<file path="config.mk">
export PLATFORM = sky130hd
export DESIGN_NAME = mc_controller
export DESIGN_NICKNAME = d
export VERILOG_FILES = /design/src/rtl/mc_ctrl_pkg.sv /design/src/rtl/mc_controller_condlogic.sv /design/src/rtl/mc_controller.sv
export SDC_FILE = /design/constraint.sdc
export NUM_CORES = 1
export LEC_CHECK = 0
export CAP_MARGIN = 20
export CORE_ASPECT_RATIO = 0.75
export CORE_MARGIN = 1.5
export CORE_UTILIZATION = 41
export DETAILED_ROUTE_END_ITERATION = 10
export PLACE_DENSITY_LB_ADDON = 0.08
export SLEW_MARGIN = 20
export SYNTH_ARGS = -nofsm -noshare
export SYNTH_HDL_FRONTEND = slang
export SYNTH_SLANG_ARGS = --single-unit
</file>
<file path="constraint.sdc">
create_clock -name clk -period 4.5 [get_ports clk]
set_clock_uncertainty 0.15 [all_clocks]
set_input_delay 0.9 -clock clk [delete_from_list [all_inputs] [get_ports clk]]
set_output_delay 0.9 -clock clk [all_outputs]
set_load 0.02 [all_outputs]
</file>
<file path="src/rtl/mc_ctrl_pkg.sv">
// rtl/mc_ctrl_pkg.sv - shared types and constants for the multicycle ARM controller
// Purpose: state encoding, condition codes, ALU command/control codes,
//          datapath mux-select values and the condition-evaluation helper.
// Ports:   none (package).
package mc_ctrl_pkg;

  typedef enum logic [3:0] {
    FETCH    = 4'd0,
    DECODE   = 4'd1,
    MEMADR   = 4'd2,
    MEMREAD  = 4'd3,
    MEMWB    = 4'd4,
    MEMWRITE = 4'd5,
    EXECUTER = 4'd6,
    EXECUTEI = 4'd7,
    ALUWB    = 4'd8,
    BRANCH   = 4'd9,
    ILLEGAL  = 4'd10
  } state_t;

  typedef enum logic [3:0] {
    COND_EQ = 4'h0, COND_NE = 4'h1, COND_CS = 4'h2, COND_CC = 4'h3,
    COND_MI = 4'h4, COND_PL = 4'h5, COND_VS = 4'h6, COND_VC = 4'h7,
    COND_HI = 4'h8, COND_LS = 4'h9, COND_GE = 4'hA, COND_LT = 4'hB,
    COND_GT = 4'hC, COND_LE = 4'hD, COND_AL = 4'hE, COND_NV = 4'hF
  } cond_t;

  localparam logic [3:0] CMD_AND = 4'b0000;
  localparam logic [3:0] CMD_EOR = 4'b0001;
  localparam logic [3:0] CMD_SUB = 4'b0010;
  localparam logic [3:0] CMD_ADD = 4'b0100;
  localparam logic [3:0] CMD_TST = 4'b1000;
  localparam logic [3:0] CMD_CMP = 4'b1010;
  localparam logic [3:0] CMD_ORR = 4'b1100;

  // 3-bit ALU control codes; the low two bits are the 2-bit codes.
  localparam logic [2:0] ALUC_ADD = 3'b000;
  localparam logic [2:0] ALUC_SUB = 3'b001;
  localparam logic [2:0] ALUC_AND = 3'b010;
  localparam logic [2:0] ALUC_ORR = 3'b011;
  localparam logic [2:0] ALUC_EOR = 3'b100;

  localparam logic [1:0] SRCA_RN     = 2'b00;
  localparam logic [1:0] SRCA_PC     = 2'b01;
  localparam logic [1:0] SRCA_ALUOUT = 2'b10;

  localparam logic [1:0] SRCB_RM  = 2'b00;
  localparam logic [1:0] SRCB_IMM = 2'b01;
  localparam logic [1:0] SRCB_4   = 2'b10;

  localparam logic [1:0] RES_ALUOUT    = 2'b00;
  localparam logic [1:0] RES_DATA      = 2'b01;
  localparam logic [1:0] RES_ALURESULT = 2'b10;

  // flags = {N,Z,C,V}
  function automatic logic cond_holds(input logic [3:0] cond, input logic [3:0] flags);
    logic n, z, c, v;
    {n, z, c, v} = flags;
    case (cond)
      COND_EQ: cond_holds = z;
      COND_NE: cond_holds = ~z;
      COND_CS: cond_holds = c;
      COND_CC: cond_holds = ~c;
      COND_MI: cond_holds = n;
      COND_PL: cond_holds = ~n;
      COND_VS: cond_holds = v;
      COND_VC: cond_holds = ~v;
      COND_HI: cond_holds = c & ~z;
      COND_LS: cond_holds = ~c | z;
      COND_GE: cond_holds = (n == v);
      COND_LT: cond_holds = (n != v);
      COND_GT: cond_holds = ~z & (n == v);
      COND_LE: cond_holds = z | (n != v);
      COND_AL: cond_holds = 1'b1;
      default: cond_holds = 1'b0;
    endcase
  endfunction

endpackage

</file>
<file path="src/rtl/mc_controller_condlogic.sv">
// rtl/mc_controller_condlogic.sv - flag registers, condition check and write qualification
// Purpose: holds the NZCV flags, evaluates the instruction condition against
//          them, registers the result (CondExD) and gates the write enables.
// Ports:   clk_i, reset_i        clock, synchronous active-high reset
//          cond_i, alu_flags_i   Instr[31:28] and {N,Z,C,V} from the ALU
//          flag_w_i              {NZ write, CV write}
//          pc_update_i, pcs_i    unconditional / conditional PC write requests
//          reg_w_i, no_write_i   register write request and its veto
//          mem_w_i               memory write request
//          pc_write_o, reg_write_o, mem_write_o  qualified enables
module mc_condlogic
  import mc_ctrl_pkg::*;
(
  input  logic       clk_i,
  input  logic       reset_i,
  input  logic [3:0] cond_i,
  input  logic [3:0] alu_flags_i,
  input  logic [1:0] flag_w_i,
  input  logic       pc_update_i,
  input  logic       pcs_i,
  input  logic       reg_w_i,
  input  logic       no_write_i,
  input  logic       mem_w_i,
  output logic       pc_write_o,
  output logic       reg_write_o,
  output logic       mem_write_o
);

  logic [3:0] flags_q, flags_d;
  logic       cond_ex;
  logic       cond_ex_q;

  assign cond_ex = cond_holds(cond_i, flags_q);

  always_comb begin
    flags_d = flags_q;
    if (flag_w_i[1] && cond_ex) flags_d[3:2] = alu_flags_i[3:2];
    if (flag_w_i[0] && cond_ex) flags_d[1:0] = alu_flags_i[1:0];
  end

  always_ff @(posedge clk_i) begin
    if (reset_i) begin
      flags_q   <= 4'b0000;
      cond_ex_q <= 1'b0;
    end else begin
      flags_q   <= flags_d;
      cond_ex_q <= cond_ex;
    end
  end

  // Writes are masked while reset is held so an aborted instruction cannot
  // commit anything in the reset cycle itself.
  assign pc_write_o  = ~reset_i & (pc_update_i | (pcs_i & cond_ex_q));
  assign reg_write_o = ~reset_i & reg_w_i & cond_ex_q & ~no_write_i;
  assign mem_write_o = ~reset_i & mem_w_i & cond_ex_q;

endmodule

</file>
<file path="src/rtl/mc_controller.sv">
// rtl/mc_controller.sv - multicycle ARM control unit (main FSM, ALU decoder, condition logic)
// Purpose: sequences each instruction over 3-5 cycles and drives the
//          shared-ALU multicycle datapath.
// Config:  MC_CTRL_ILLEGAL_TRAP_EN - Op 11 / unsupported cmd traps in a
//          sticky ILLEGAL state and adds the illegal output.
// Ports:   clk, reset            clock, synchronous active-high reset
//          Instr[19:0]           instruction bits [31:12]
//          ALUFlags              {N,Z,C,V} from the ALU
//          PCWrite, MemWrite, RegWrite, IRWrite  enables
//          AdrSrc, RegSrc, ALUSrcA, ALUSrcB, ResultSrc, ImmSrc  mux selects
//          ALUControl            ALU operation (ALU_CTRL_W bits)
//          illegal               (trap build only) high in ILLEGAL
module mc_controller
  import mc_ctrl_pkg::*;
#(
  parameter int ALU_CTRL_W = 2
) (
  input  logic                  clk,
  input  logic                  reset,
  input  logic [19:0]           Instr,
  input  logic [3:0]            ALUFlags,
  output logic                  PCWrite,
  output logic                  MemWrite,
  output logic                  RegWrite,
  output logic                  IRWrite,
  output logic                  AdrSrc,
  output logic [1:0]            RegSrc,
  output logic [1:0]            ALUSrcA,
  output logic [1:0]            ALUSrcB,
  output logic [1:0]            ResultSrc,
  output logic [1:0]            ImmSrc,
  output logic [ALU_CTRL_W-1:0] ALUControl
`ifdef MC_CTRL_ILLEGAL_TRAP_EN
  ,
  output logic                  illegal
`endif
);

  // Instr carries bits [31:12], so field positions are offset by 12.
  logic [3:0] cond;
  logic [1:0] op;
  logic       i_bit;
  logic [3:0] cmd;
  logic       s_bit;
  logic [3:0] rd;
  logic       unused_rn;

  assign cond      = Instr[19:16];
  assign op        = Instr[15:14];
  assign i_bit     = Instr[13];
  assign cmd       = Instr[12:9];
  assign s_bit     = Instr[8];
  assign rd        = Instr[3:0];
  assign unused_rn = ^Instr[7:4];

  state_t state_q, state_d;

  logic ir_write, adr_src, pc_update, reg_w, mem_w, branch, alu_op;
  logic [1:0] alu_src_a, alu_src_b, result_src;

  logic [2:0] alu_ctl;
  logic [1:0] flag_w;
  logic       no_write;
  logic       cmd_ok;
  logic       pcs;

  always_ff @(posedge clk) begin
    if (reset) state_q <= FETCH;
    else       state_q <= state_d;
  end

  always_comb begin
    state_d    = state_q;
    ir_write   = 1'b0;
    adr_src    = 1'b0;
    alu_src_a  = SRCA_RN;
    alu_src_b  = SRCB_RM;
    result_src = RES_ALUOUT;
    pc_update  = 1'b0;
    reg_w      = 1'b0;
    mem_w      = 1'b0;
    branch     = 1'b0;
    alu_op     = 1'b0;
    case (state_q)
      FETCH: begin
        ir_write   = 1'b1;
        alu_src_a  = SRCA_PC;
        alu_src_b  = SRCB_4;
        result_src = RES_ALURESULT;
        pc_update  = 1'b1;
        state_d    = DECODE;
      end
      DECODE: begin
        alu_src_a  = SRCA_PC;
        alu_src_b  = SRCB_4;
        result_src = RES_ALURESULT;
        case (op)
          2'b01: state_d = MEMADR;
          2'b00: begin
`ifdef MC_CTRL_ILLEGAL_TRAP_EN
            if (!cmd_ok) state_d = ILLEGAL;
            else
`endif
            state_d = i_bit ? EXECUTEI : EXECUTER;
          end
          2'b10: state_d = BRANCH;
          default: begin
`ifdef MC_CTRL_ILLEGAL_TRAP_EN
            state_d = ILLEGAL;
`else
            state_d = FETCH;
`endif
          end
        endcase
      end
      MEMADR: begin
        alu_src_b = SRCB_IMM;
        state_d   = s_bit ? MEMREAD : MEMWRITE;   // bit 20 is L for memory ops
      end
      MEMREAD: begin
        adr_src = 1'b1;
        state_d = MEMWB;
      end
      MEMWB: begin
        result_src = RES_DATA;
        reg_w      = 1'b1;
        state_d    = FETCH;
      end
      MEMWRITE: begin
        adr_src = 1'b1;
        mem_w   = 1'b1;
        state_d = FETCH;
      end
      EXECUTER: begin
        alu_op  = 1'b1;
        state_d = ALUWB;
      end
      EXECUTEI: begin
        alu_src_b = SRCB_IMM;
        alu_op    = 1'b1;
        state_d   = ALUWB;
      end
      ALUWB: begin
        reg_w   = 1'b1;
        state_d = FETCH;
      end
      BRANCH: begin
        alu_src_a  = SRCA_ALUOUT;
        alu_src_b  = SRCB_IMM;
        result_src = RES_ALURESULT;
        branch     = 1'b1;
        state_d    = FETCH;
      end
`ifdef MC_CTRL_ILLEGAL_TRAP_EN
      ILLEGAL: state_d = ILLEGAL;
`endif
      default: state_d = FETCH;
    endcase
  end

  // ALU decoder. NoWrite is tied to the data-processing class rather than to
  // ALUOp, because the register write happens in ALUWB after ALUOp has
  // dropped; tying it to ALUOp would let CMP/TST write Rd.
  always_comb begin
    alu_ctl  = ALUC_ADD;
    cmd_ok   = 1'b1;
    no_write = 1'b0;
    flag_w   = 2'b00;
    case (cmd)
      CMD_ADD: alu_ctl = ALUC_ADD;
      CMD_SUB: alu_ctl = ALUC_SUB;
      CMD_AND: alu_ctl = ALUC_AND;
      CMD_ORR: alu_ctl = ALUC_ORR;
      CMD_CMP: begin
        alu_ctl  = ALUC_SUB;
        no_write = 1'b1;
      end
      CMD_EOR: begin
        if (ALU_CTRL_W == 3) alu_ctl = ALUC_EOR;
        else                 cmd_ok  = 1'b0;
      end
      CMD_TST: begin
        if (ALU_CTRL_W == 3) begin
          alu_ctl  = ALUC_AND;
          no_write = 1'b1;
        end else begin
          cmd_ok = 1'b0;
        end
      end
      default: cmd_ok = 1'b0;
    endcase
    if (!cmd_ok) begin
      alu_ctl  = ALUC_ADD;
      no_write = 1'b1;
    end
    no_write = no_write & (op == 2'b00);
    if (alu_op && cmd_ok) begin
      flag_w[1] = s_bit;
      flag_w[0] = s_bit & ((cmd == CMD_ADD) | (cmd == CMD_SUB) | (cmd == CMD_CMP));
    end
    if (!alu_op) alu_ctl = ALUC_ADD;
  end

  assign pcs = branch | (reg_w & (rd == 4'b1111));

  mc_condlogic u_condlogic (
    .clk_i       (clk),
    .reset_i     (reset),
    .cond_i      (cond),
    .alu_flags_i (ALUFlags),
    .flag_w_i    (flag_w),
    .pc_update_i (pc_update),
    .pcs_i       (pcs),
    .reg_w_i     (reg_w),
    .no_write_i  (no_write),
    .mem_w_i     (mem_w),
    .pc_write_o  (PCWrite),
    .reg_write_o (RegWrite),
    .mem_write_o (MemWrite)
  );

  assign IRWrite    = ir_write & ~reset;
  assign AdrSrc     = adr_src;
  assign ALUSrcA    = alu_src_a;
  assign ALUSrcB    = alu_src_b;
  assign ResultSrc  = result_src;
  assign ImmSrc     = op;
  assign RegSrc     = {op == 2'b01, op == 2'b10};
  assign ALUControl = alu_ctl[ALU_CTRL_W-1:0];

  generate
    if (ALU_CTRL_W < 3) begin : g_narrow_alu
      logic unused_alu_hi;
      assign unused_alu_hi = alu_ctl[2];
    end
  endgenerate

`ifdef MC_CTRL_ILLEGAL_TRAP_EN
  assign illegal = (state_q == ILLEGAL);
`endif

endmodule

</file>
==> out/qor.log <==
qor: layout.fillers 156
qor: timing.finalCritPeriodShare 87.15%
qor: timing.setup_viol 0
qor: placement.gp_congestion 0.7262
qor: routing.drc 0
qor: yosys.synthArstFlopShare 0%
qor: yosys.synth_top_area_share 22.36%
qor: routing.route.final.wire_length 1977 um
qor: job.cap_viol_max_count 0
qor: timing.grt_setup_unrepaired no
qor: placement.detailed_place_hpwl 1538 um
qor: critical_path.crit_buf_inv 2
qor: yosys.synth_seq_cells 9
qor: global_route.antenna_found_initial 0
qor: power.worst_supply_voltage_drop_on_vdd 0.0001486 V
qor: critical_path.timing.critical_path.to_type primary output
qor: power.internal_power_of_the_cells 0.0001659 W
qor: yosys.synthTopCellsByCount 10 x sky130_fd_sc_hd__nand2b_1, 9 x sky130_fd_sc_hd__dfxtp_1, 9 x sky130_fd_sc_hd__nor2_1, 8 x sky130_fd_sc_hd__nor3_1, 7 x sky130_fd_sc_hd__a21oi_1
qor: timing.setup_tns 0 ps
qor: global_route.grtUsageTotal 18.47%
qor: critical_path.critPathMaxStageDelay 660 ps
qor: clocking.cts-buffers-inserted 3
qor: power.cellPowerDensity 200.6 nW/um^2
qor: layout.synthToLayoutAreaGrowth 48.14%
qor: yosys.synth.largest_area_cell sky130_fd_sc_hd__dfxtp_1
qor: yosys.synth.distinct_cells 34
qor: layout.layout.core_utilization 66.71%
qor: global_route.overall_overflow_remaining_after_global_route 0
qor: clocking.ctsHoldBuffers 0
qor: critical_path.type_of_the_setup_path_with_the_least_slack input port to primary output
qor: clocking.clk_root_buffer_cell sky130_fd_sc_hd__clkbuf_4
qor: floorplanning.die_area 2243 sq um
qor: global_route.grt_start_max_net_pins 17
qor: critical_path.cpMaxStageDelayCell sky130_fd_sc_hd__clkdlybuf4s50_1
qor: yosys.synth.yosys.seq_area_share 22.36%
qor: yosys.synth.most_common_cell sky130_fd_sc_hd__nand2b_1
qor: routing.initialDrtViolationCount 19
qor: routing.dr.pass1.iters 4
qor: yosys.syn-cell-area 805.8 sq um
qor: routing.drt.antenna.violating_nets 0
qor: critical_path.crit_path_from reset
qor: power.standby_leakage_power 0.4047 nW
qor: layout.antenna_cells 0
qor: power.power.switching 0.00007360 W
qor: timing.slew_headroom 65.77%
qor: critical_path.crit_path_start_kind input port
qor: outcome.outcome complete, no violations
qor: timing.hold_viol 0
qor: timing.worstMarginPinSlew 512.8 ps
qor: worst_hold_path.timing.hold.worst.class flop to flop
qor: power.share_clk_of_total_power 25.0%
qor: floorplanning.io_pins 43
qor: placement.port_buffers 38
qor: timing.period_needed 3922 ps
qor: clocking.insertion_delay_of_the_later_clocked_pin_in_the_worst_skew_pair 250 ps
qor: floorplanning.die_h 41.39 um
qor: power.comb_power_share 37.4%
qor: timing.fmax_achieved 0.2550 GHz
qor: yosys.synthesis.nets 128
qor: yosys.netlist_instances 102
qor: clocking.htree_num_levels 1
qor: critical_path.worst_ep_arrival_time 2870 ps
qor: critical_path.required_time_reported_for_the_critical_path_endpoint 3450 ps
qor: critical_path.critical_path.reg2reg.startpoint u_condlogic.flags_q[0]
qor: clocking.tritoncts_num_sinks 9
qor: clocking.post_cts_buffers 0
qor: clocking.clock_tree_from_tritoncts yes
qor: clocking.clkTransAtPathRegs 60 ps
qor: clocking.cts.repair.resized 0
qor: critical_path.crit_fanout 10
qor: floorplanning.start_util 45.03%
qor: yosys.synth_edf_count 0
qor: clocking.clk_path_buf_depth 2
qor: layout.share_of_cells_above_drive_strength_1 8.824%
qor: routing.post_drt_via_cell_ratio 5.392
qor: yosys.postSynth.topFlopCell sky130_fd_sc_hd__dfxtp_1
qor: global_route.grt_pass1_wl 2925 um
qor: routing.wl_per_cell 12.51 um
qor: worst_hold_path.min_from u_condlogic.flags_q[1]
qor: power.seq_power_share 37.6%
qor: floorplanning.die_w 54.19 um
qor: timing.slew_viol_final 0
qor: layout.layout.nets 163
qor: yosys.ys.warnings.count 0
qor: timing.worst_hold_slack 360.9 ps
qor: yosys.post_synth_main_area_contributors sky130_fd_sc_hd__dfxtp_1 22%, sky130_fd_sc_hd__nand2b_1 7.8%, sky130_fd_sc_hd__mux2i_1 5.0%
qor: routing.vias 852
qor: power.p_sw_share 30.73%
qor: layout.post_layout_nonfiller_instances 158
qor: critical_path.cp_top_family buffers and inverters
qor: floorplanning.placement_rows 13
qor: placement.dp_cells 154
qor: critical_path.crit_chain clkdlybuf4s50_1 > nand2b_1 > or3_1 > a221oi_1 > clkdlybuf4s50_1
qor: global_route.first_global_vias 687
qor: critical_path.critical-path-top-cell-by-count sky130_fd_sc_hd__clkdlybuf4s50_1
qor: floorplanning.floorplan.core_area 1789 sq um
qor: yosys.postSynthAreaPerCell 7.900 sq um
-- worst min-delay path: stages (launching register included) --
cell	delay, ps
sky130_fd_sc_hd__dfxtp_1	310
sky130_fd_sc_hd__o21ai_0	80
sky130_fd_sc_hd__a21oi_1	70
-- final cells by class --
class                           instances  area (sq um)  share of cell area (%)
Clock buffer                            4         26.28                   2.201
Inverter                                1         3.754                  0.3145
Multi-Input combinational cell         84         575.6                   48.22
Sequential cell                         9         180.2                   15.09
Tap cell                               22         27.53                   2.306
Timing Repair Buffer                   38         380.4                   31.87
-- registers in the layout, indices dropped and copies added, names as in the netlist --
signal                 cells
u_condlogic.flags_q        4
u_condlogic.cond_ex_q      1
state_q                    4
-- metrics by stage --
step,setup WS [ps],instance area [sq um],power [W]
2_1_floorplan,1242,805.8,0.0001387
3_3_place_gp,546.0,1167,0.0001799
3_5_place_dp,566.6,1167,0.0001811
4_1_cts,566.2,1194,0.0002424
5_1_grt,439.7,1194,0.0002531
6_report,578.2,1194,0.0002395
-- layer usage --
layer / part of all wire [%] / up-vias / wire length [um] / track usage [%]
met5: 0 / - / 0 / 0
met4: 0 / 0 / 0 / 10.63
met3: 9.9 / 0 / 195 / 1.429
met2: 40 / 41 / 798 / 26.81
met1: 50 / 373 / 983 / 26.81
li1: - / 438 / - / -
-- cells by family after synthesis --
kind of cell              synth area share [%]
muxes                                    4.969
AOI/OAI and AO/OA                        22.36
xor gates and xnor gates                 6.523
buffers and inverters                    6.210
and+or+nand+nor                          37.58
DFF                                      22.36
-- layout by cell type (no fill, tap or decap) --
master,n
sky130_fd_sc_hd__nand2b_1,10
sky130_fd_sc_hd__clkbuf_1,1
sky130_fd_sc_hd__a311oi_2,1
sky130_fd_sc_hd__o32ai_2,1
sky130_fd_sc_hd__nor3_1,8
sky130_fd_sc_hd__a2111oi_2,1
sky130_fd_sc_hd__nor2_1,9
sky130_fd_sc_hd__a21oi_1,7
sky130_fd_sc_hd__a41o_1,1
sky130_fd_sc_hd__clkdlybuf4s50_1,38
sky130_fd_sc_hd__nand3_1,1
sky130_fd_sc_hd__a31o_2,1
sky130_fd_sc_hd__o31a_1,1
sky130_fd_sc_hd__or3_1,2
sky130_fd_sc_hd__a22o_1,1
sky130_fd_sc_hd__a221oi_1,1
sky130_fd_sc_hd__a2bb2oi_2,1
sky130_fd_sc_hd__or3b_2,3
sky130_fd_sc_hd__dfxtp_1,9
sky130_fd_sc_hd__clkbuf_4,3
sky130_fd_sc_hd__xor2_1,3
sky130_fd_sc_hd__xnor2_1,3
sky130_fd_sc_hd__or2_2,1
sky130_fd_sc_hd__nor3b_1,4
sky130_fd_sc_hd__o21ai_0,6
sky130_fd_sc_hd__nand3b_1,3
sky130_fd_sc_hd__nand2_1,2
sky130_fd_sc_hd__or2b_1,1
sky130_fd_sc_hd__nor4b_1,2
sky130_fd_sc_hd__nor2b_1,5
sky130_fd_sc_hd__inv_1,1
sky130_fd_sc_hd__a211o_1,1
sky130_fd_sc_hd__mux2i_1,4
-- power by group through the flow --
stage               registers, W   logic, W  clock network (W)
floorplan              0.0000862  0.0000526                  0
global placement       0.0000915  0.0000884                  0
detailed placement     0.0000916  0.0000895                  0
CTS                    0.0000898  0.0000901          0.0000626
global route           0.0000906  0.0000967          0.0000658
finish                 0.0000900  0.0000895          0.0000600
-- worst paths after layout --
| kind | to | slack (ps) | depth (start not counted) |
|---|---|---|---|
| max reg2reg | u_condlogic.flags_q[2] | 2290 | 6 |
| min reg2reg | u_condlogic.flags_q[1] | 360 | 2 |
| min | u_condlogic.flags_q[1] | 360 | 2 |
| max | RegWrite | 580 | 5 |
Power figures use the tool's default switching activity.
